File: src/rtl/axi_sram_responder.sv
// rtl/axi_sram_responder.sv - AXI incrementing-burst slave on a 1-cycle-latency synchronous SRAM
module axi_sram_responder #(
    parameter int DATA_WIDTH = 32,
    parameter int ADDR_WIDTH = 16
) (
    input  logic                  clk,
    input  logic                  reset,
    input  logic [31:0]           awaddr,
    input  logic [7:0]            awlen,
    input  logic                  awvalid,
    output logic                  awready,
    input  logic [DATA_WIDTH-1:0] wdata,
    input  logic                  wlast,
    input  logic                  wvalid,
    output logic                  wready,
    output logic                  bvalid,
    input  logic                  bready,
    input  logic [31:0]           araddr,
    input  logic [7:0]            arlen,
    input  logic                  arvalid,
    output logic                  arready,
    output logic                  rvalid,
    input  logic                  rready,
    output logic [DATA_WIDTH-1:0] rdata,
    output logic [ADDR_WIDTH-1:0] sram_addr,
    output logic                  sram_we,
    output logic                  sram_re,
    output logic [DATA_WIDTH-1:0] sram_wdata,
    input  logic [DATA_WIDTH-1:0] sram_rdata,
    output logic                  wlast_err
);
    typedef enum logic [1:0] {IDLE, WR_DATA, WR_RESP, RD_BURST} state_t;
    state_t state, state_nxt;

    logic [ADDR_WIDTH-1:0] addr_q;
    logic [7:0]            len_q;
    logic [8:0]            cnt_q;
    logic                  prefer_write;
    logic                  rd_dphase;
    logic [DATA_WIDTH-1:0] fifo_mem [2];
    logic                  fifo_wp, fifo_rp;
    logic [1:0]            fifo_cnt;

    logic aw_hs, ar_hs, w_hs, last_wbeat;
    logic fifo_empty, r_pop, fifo_push, fifo_pop;
    logic rd_all_issued, rd_issue, rd_done;
    logic [2:0] rd_outstanding;
    logic unused_addr_bits;

    assign unused_addr_bits = ^{awaddr, araddr};

    assign aw_hs      = awvalid && awready;
    assign ar_hs      = arvalid && arready;
    assign w_hs       = wvalid && wready;
    assign last_wbeat = (cnt_q == {1'b0, len_q});

    // The SRAM output port acts as a bypass slot in front of the FIFO, so data
    // can leave the cycle it arrives and two outstanding reads sustain 1 beat/cycle.
    assign fifo_empty     = (fifo_cnt == 2'd0);
    assign r_pop          = rvalid && rready;
    assign fifo_push      = rd_dphase && !(fifo_empty && r_pop);
    assign fifo_pop       = r_pop && !fifo_empty;
    assign rd_outstanding = {1'b0, fifo_cnt} + {2'b0, sram_re} + {2'b0, rd_dphase} - {2'b0, r_pop};
    assign rd_all_issued  = (cnt_q == ({1'b0, len_q} + 9'd1));
    assign rd_issue       = (state == RD_BURST) && !rd_all_issued && (rd_outstanding < 3'd2);
    assign rd_done        = (state == RD_BURST) && rd_all_issued && !sram_re && r_pop
                            && (({1'b0, fifo_cnt} + {2'b0, rd_dphase}) == 3'd1);

    always_ff @(posedge clk or posedge reset) begin
        if (reset) begin
            state <= IDLE;
        end else begin
            state <= state_nxt;
        end
    end

    always_comb begin
        state_nxt = state;
        case (state)
            IDLE: begin
                if (aw_hs) begin
                    state_nxt = WR_DATA;
                end else if (ar_hs) begin
                    state_nxt = RD_BURST;
                end
            end
            WR_DATA:  if (w_hs && last_wbeat) state_nxt = WR_RESP;
            WR_RESP:  if (bready) state_nxt = IDLE;
            RD_BURST: if (rd_done) state_nxt = IDLE;
            default:  state_nxt = IDLE;
        endcase
    end

    always_comb begin
        awready = 1'b0;
        arready = 1'b0;
        wready  = 1'b0;
        bvalid  = 1'b0;
        rvalid  = 1'b0;
        rdata   = '0;
        case (state)
            IDLE: begin
                awready = !reset && awvalid && (!arvalid || prefer_write);
                arready = !reset && arvalid && (!awvalid || !prefer_write);
            end
            WR_DATA: wready = 1'b1;
            WR_RESP: bvalid = 1'b1;
            RD_BURST: begin
                rvalid = !fifo_empty || rd_dphase;
                rdata  = fifo_empty ? sram_rdata : fifo_mem[fifo_rp];
            end
            default: ;
        endcase
    end

    always_ff @(posedge clk or posedge reset) begin
        if (reset) begin
            addr_q       <= '0;
            len_q        <= '0;
            cnt_q        <= '0;
            prefer_write <= 1'b1;
            sram_addr    <= '0;
            sram_we      <= 1'b0;
            sram_re      <= 1'b0;
            sram_wdata   <= '0;
            wlast_err    <= 1'b0;
            rd_dphase    <= 1'b0;
            fifo_wp      <= 1'b0;
            fifo_rp      <= 1'b0;
            fifo_cnt     <= 2'd0;
        end else begin
            sram_we   <= 1'b0;
            sram_re   <= 1'b0;
            wlast_err <= 1'b0;
            rd_dphase <= sram_re;
            if (aw_hs || ar_hs) begin
                addr_q <= aw_hs ? awaddr[ADDR_WIDTH+1:2] : araddr[ADDR_WIDTH+1:2];
                len_q  <= aw_hs ? awlen : arlen;
                cnt_q  <= '0;
                // A contested grant hands priority to the side that lost.
                if (awvalid && arvalid) prefer_write <= ar_hs;
            end
            if (w_hs) begin
                sram_we    <= 1'b1;
                sram_addr  <= addr_q;
                sram_wdata <= wdata;
                addr_q     <= addr_q + 1'b1;
                cnt_q      <= cnt_q + 9'd1;
                wlast_err  <= (wlast != last_wbeat);
            end
            if (rd_issue) begin
                sram_re   <= 1'b1;
                sram_addr <= addr_q;
                addr_q    <= addr_q + 1'b1;
                cnt_q     <= cnt_q + 9'd1;
            end
            if (fifo_push) fifo_wp <= !fifo_wp;
            if (fifo_pop)  fifo_rp <= !fifo_rp;
            fifo_cnt <= fifo_cnt + {1'b0, fifo_push} - {1'b0, fifo_pop};
        end
    end

    always_ff @(posedge clk) begin
        if (fifo_push) fifo_mem[fifo_wp] <= sram_rdata;
    end
endmodule

File: config.mk
export PLATFORM = sky130hd
export DESIGN_NAME = axi_sram_responder
export DESIGN_NICKNAME = d
export VERILOG_FILES = /design/src/rtl/axi_sram_responder.sv
export SDC_FILE = /design/constraint.sdc
export NUM_CORES = 1
export LEC_CHECK = 0
export CAP_MARGIN = 20
export CORE_ASPECT_RATIO = 0.5
export CORE_MARGIN = 1
export CORE_UTILIZATION = 42
export DETAILED_ROUTE_END_ITERATION = 12
export PLACE_DENSITY = 0.77
export SYNTH_ARGS = -nofsm -noshare
export SYNTH_HDL_FRONTEND = slang
export SYNTH_SLANG_ARGS = --single-unit
File: constraint.sdc
create_clock -name clk -period 3.4 [get_ports clk]
set_input_delay 0.34 -clock clk [delete_from_list [all_inputs] [get_ports clk]]
set_output_delay 0.34 -clock clk [all_outputs]
set_load 0.1 [all_outputs]
# After elaboration in Yosys (flattened, before gate mapping)
# Memories as Yosys holds them, arrays and structs flattened.
# Cells that the tools add are included.
# word_totals
elab_cells,103
mem_count,1
regBits,92
ram_bits,64
input_bits,152
mem_bits_ro,0
latchBits,0
out_inout_bits,88
# classes
bitwise_logic,0
mux,28
n_eq_ne,11
n_shift,0
n_mul,0
n_lt_le_gt_ge,1
reduce_logical,39
n_div,0
n_addsub,9
# mem_list
memory,depth,word_bits,read_ports,rd_ports_with_merged_regs,wr,line_no,text
fifo_mem,2,32,1,0,1,40,logic [DATA_WIDTH-1:0] fifo_mem [2];
# ops
op,n
2-to-1 mux 16 bit,6
2-to-1 mux 32 bit,2
2-to-1 mux 9 bit,3
logical AND 1 bit,19
"adder 16 x 1 -> 16 bit, second input constant",1
zero test 1 bit,10
2-to-1 mux 1 bit,10
2-to-1 mux 2 bit,5
"adder 8 x 1 -> 9 bit, second input constant",1
"adder 9 x 1 -> 9 bit, second input constant",1
== test 9 x 8 -> 1 bit,1
== test 9 bit,1
2-to-1 mux 8 bit,1
one-hot mux 2 bit (4 select lines),1
adder 2 x 1 -> 3 bit,2
"!= test 2 bit, second input constant",3
"== test 2 bit, second input constant",2
zero test 2 bit,2
logical OR 1 bit,4
AND reduction 4 bit,1
adder 3 x 1 -> 3 bit,1
"== test 3 x 1 -> 1 bit, second input constant",1
"less-than comparator 3 x 2 -> 1 bit, second input constant",1
"!= test 3 bit, second input constant",1
8 further kinds,8

# Logic depth before layout (Yosys ltp)
# depth
ltp_word,10
ltp_mapped,16
ltp_nobuf,14

# Worst setup path after synthesis
# OpenSTA, ideal clock, no wires.
# synth_timing
path_type,flip-flop to output port
start,reg fifo_cnt[1]
end,out rdata[14]
slack_ns,-0.500
n_path_buf,3
stages_incl_launch_ff,7
t_arrival_ns,3.560
cell_sequence,dfrtp_1 > or2_2 > clkbuf_1 > clkbuf_1 > clkbuf_1 > nor2_1 > a211oi_1
# synth_between
elab_chain_len,3
# synth_lines
element,line_no,text
"start, declared",42,logic [1:0] fifo_cnt;
"start signal, assigned",159,"fifo_cnt <= fifo_cnt + {1'b0, fifo_push} - {1'b0, fifo_pop};"
zero test 2 bit,59,assign fifo_empty = (fifo_cnt == 2'd0);
2-to-1 mux 32 bit,110,rdata = fifo_empty ? sram_rdata : fifo_mem[fifo_rp];
2-to-1 mux 32 bit,101,case (state)
"end, declared",24,"output logic [DATA_WIDTH-1:0] rdata,"
# No other way between the ends.

# Worst setup path in the final report
# layout_timing
start,reg fifo_cnt[0]
end,reg sram_addr[10]
# layout_between
elab_chain_len,9
word_cells_on_any_way,12
classes_between,3 x add/sub; 1 x order compare; 2 x mux; 6 x reduce/logical
# layout_lines
element,line_no,text
"parallel branches: the longest is 5 deep, another holds adder 2 x 1 -> 3 bit",n/a,
subtractor 3 x 1 -> 3 bit *,63,"assign rd_outstanding = {1'b0, fifo_cnt} + {2'b0, sram_re} + {2'b0, rd_dphase} - {2'b0, r_pop};"
less-than comparator 3 x 2 -> 1 bit *,65,assign rd_issue = (state == RD_BURST) && !rd_all_issued && (rd_outstanding < 3'd2);
logical AND 1 bit *,65,
2-to-1 mux 16 bit or nonzero test 2 bit (tied branches),n/a,
"end signal, assigned",145,sram_addr <= addr_q;
"end signal, assigned",153,sram_addr <= addr_q;
"end, declared",25,"output logic [ADDR_WIDTH-1:0] sram_addr,"
# Every way passes the cells marked *.
# A chain may end at the register's enable or synchronous reset.

==> reports/results.txt <==
outcome: finished, final reports clean
clk buf depth: 2
Syn Nets: 867
Max FO, Critical Path: 7
Synth Register Bits: 156
first-pass GRT wire length: 29000 um
GPL Wtd Cong: 0.816
Worst EP required: 3700 ps
Filler cells: 1397
EDFF count, synth: 64
Largest stage delay, worst path: 530 ps
top cell type's share of synthesized area: 0.303
Final Hold Vio Count: 0
crit-path cells: or2_4 -> o2111ai_4 -> inv_2 -> ha_4 -> inv_1 -> ha_1 -> a21o_1 -> fa_2 -> nor3_2 -> a21bo_4 -> clkinv_4 -> nor2_8 -> clkbuf_16 -> mux2_2
ys async rst share: 0.590
total clock sinks: 156
largest net degree at the start of global routing: 80
cell count after synthesis: 705
fmax: 301 MHz
biggest area consumer among synthesized cells: dfrtp_1
CTS tree: built
synth top area cells: dfrtp_1 30%, edfxtp_1 26%, nand2_1 7.3%
area occupied by multi-input gates: 3230 um2
WL final: 19100 um
Setup Skew: 11.9 ps
die width: 191 um
CP Capture Type: register
antenna violations before repair: 0
via count: 6086
Hold WC Path Type: in2async
non-filler cells, final: 1159
Worst Path Class, Setup: reg2reg
total grt overflow: 0
Mean Syn Cell Area: 10.7 um2
fin worst setup slack: 82.7 ps
Hold WS: 188 ps
Synth Cell Area: 7510 um2
# diodes: 0
Synth-to-Final Area Change: 42.0%
startpoint types: register
Starting Density: 0.431
aggregate global-route resource usage: 0.202
later-pin clock latency in the skew report: 420 ps
Critical-path top delay cell: fa_2
first-iteration detailed-routing DRC count: 303
CTS root buf: clkbuf_16
Inserted Clock Buffers: 17
via/cell ratio: 5.25
crit path time final: 3320 ps
Slew HR: 0.322
H-tree depth: 4
sequential share of the synthesized area: 0.563
final core occ: 0.611
Final ANT Viol Nets: 0
DR WL/cell: 16.5 um
Pre-antenna DRT Iters: 5
Placement Setup Slack: -7.70 ps
Slew @ Worst Pin: 1010 ps
core footprint: 17400 um2
fin nets: 1074
die area: 18500 um2
synth unique cells: 57
ratio of cells with drive above 1 in the final layout: 0.174
clock-pin slew on the worst setup and hold paths: 70 ps
Critical path buffers and inverters: 4
DRC errors left: 0
Post-synth top cells: 147 x nand2_1, 91 x dfrtp_1, 64 x edfxtp_1
placed cell count: 1125
Max-cap violations: 0
cell with the most instances after synthesis: nand2_1
IO buf count: 207
Final Slew Violations: 0
Die Ht: 96.6 um
Setup violations, final: 0
final worst path period share: 0.976
Yosys Warn Count: 0
Worst path top cell family by delay: adder cells
ys flop type: dfrtp_1
row count: 34
Ports: 240
critical path arrival: 3620 ps
vias in the first global route: 5779
DP Wirelength: 12900 um
Sequential Area: 4230 um2
Hold Buf Count CTS: 0
worst register-to-register path, cell delays in order, from the launching register on:
cell and delay [ps]:
dfrtp_1 380, or2_4 260, o2111ai_4 190, inv_2 80, ha_4 260, inv_1 40, ha_1 260, a21o_1 170
fa_2 530, nor3_2 50, a21bo_4 230, clkinv_4 90, nor2_8 170, clkbuf_16 180, mux2_2 320
through the flow:
| stage | cell area, um2 | setup TNS, ps |
|---|---|---|
| after floorplan | 7660 | -1730 |
| after global placement | 9990 | 0 |
| after detailed placement | 9990 | -12.1 |
| after CTS | 10600 | 0 |
| after global routing | 10700 | -49.6 |
| final | 10700 | 0 |
path summary, 6_finish.rpt:
| path | cells past startpoint | slack [ps] | startpoint | endpoint |
|---|---|---|---|---|
| worst min register to register | 2 | 470 | sram_wdata[8] | sram_wdata[8] |
| min in group clk | 3 | 440 | wdata[5] | sram_wdata[5] |
| worst min-delay path | 2 | 190 | reset | sram_wdata[6] |
| worst max-delay path | 14 | 80 | fifo_cnt[0] | sram_addr[10] |
| worst max register to register | 14 | 80 | fifo_cnt[0] | sram_addr[10] |
| max in group asynchronous | 3 | 2480 | reset | prefer_write |
flip-flops by register name, summed over array words and instances (netlist names):
| register | cells |
|---|---|
| fifo_mem | 64 |
| sram_wdata | 32 |
| addr_q | 16 |
| sram_addr | 16 |
| cnt_q | 9 |
| len_q | 8 |
| fifo_cnt | 2 |
| state | 2 |
| fifo_rp | 1 |
| fifo_wp | 1 |
| prefer_write | 1 |
| rd_dphase | 1 |
| sram_re | 1 |
| sram_we | 1 |
| wlast_err | 1 |
cells by family (layout without fill, tap and decap cells):
logic type      Yosys count  after routing  share of synthesized area
simple gates            266            266                      0.154
flops                   156            156                      0.563
compound gates          132            132                      0.125
buf+inv                  64            284                     0.0353
mux                      57             57                     0.0820
xor+xnor                 20             20                     0.0233
fa+ha+maj                10             10                     0.0177
layout make-up:
cell class,count,area share
Clock buffer,19,0.0446
Clock inverter,13,0.00951
Inverter,20,0.00763
Multi-Input combinational cell,485,0.303
Sequential cell,156,0.396
Tap cell,234,0.0275
Timing Repair Buffer,232,0.211
repair_timing:
item	4_1_cts	5_1_grt
gates cloned	0	1
endpoints found under the setup margin	1	34
resized for setup	1	10
pin swaps	0	6
buffers inserted	0	1
per-layer routing:
layer / global-route usage / vias to the layer above / share of wire
met5: 0 / - / 0
met4: 0.0655 / 0 / 0.017
met3: 0.0379 / 32 / 0.047
met2: 0.347 / 178 / 0.51
met1: 0.261 / 2953 / 0.43
li1: - / 2923 / -
placed cells by master, fill, tap and decap left out, types with 8 or more instances in the layout:
master | Yosys | layout
nor2_1 | 55 | 53
a211oi_2 | 0 | 29
ha_1 | 9 | 8
o211ai_1 | 9 | 9
o22ai_1 | 13 | 13
nand3_1 | 18 | 18
inv_1 | 17 | 15
mux2_2 | 8 | 8
nand2_1 | 147 | 146
clkdlybuf4s50_1 | 0 | 170
a211oi_1 | 38 | 9
nor3_1 | 11 | 10
buf_4 | 0 | 55
edfxtp_1 | 64 | 64
clkbuf_16 | 0 | 20
mux2i_1 | 42 | 42
dfrtp_1 | 91 | 90
xnor2_1 | 15 | 14
o21ai_0 | 26 | 26
a22oi_1 | 8 | 8
Power is left out: the tool's default activity adds up to more than one toggle a clock period on the data nets, which glitch-free logic cannot reach.
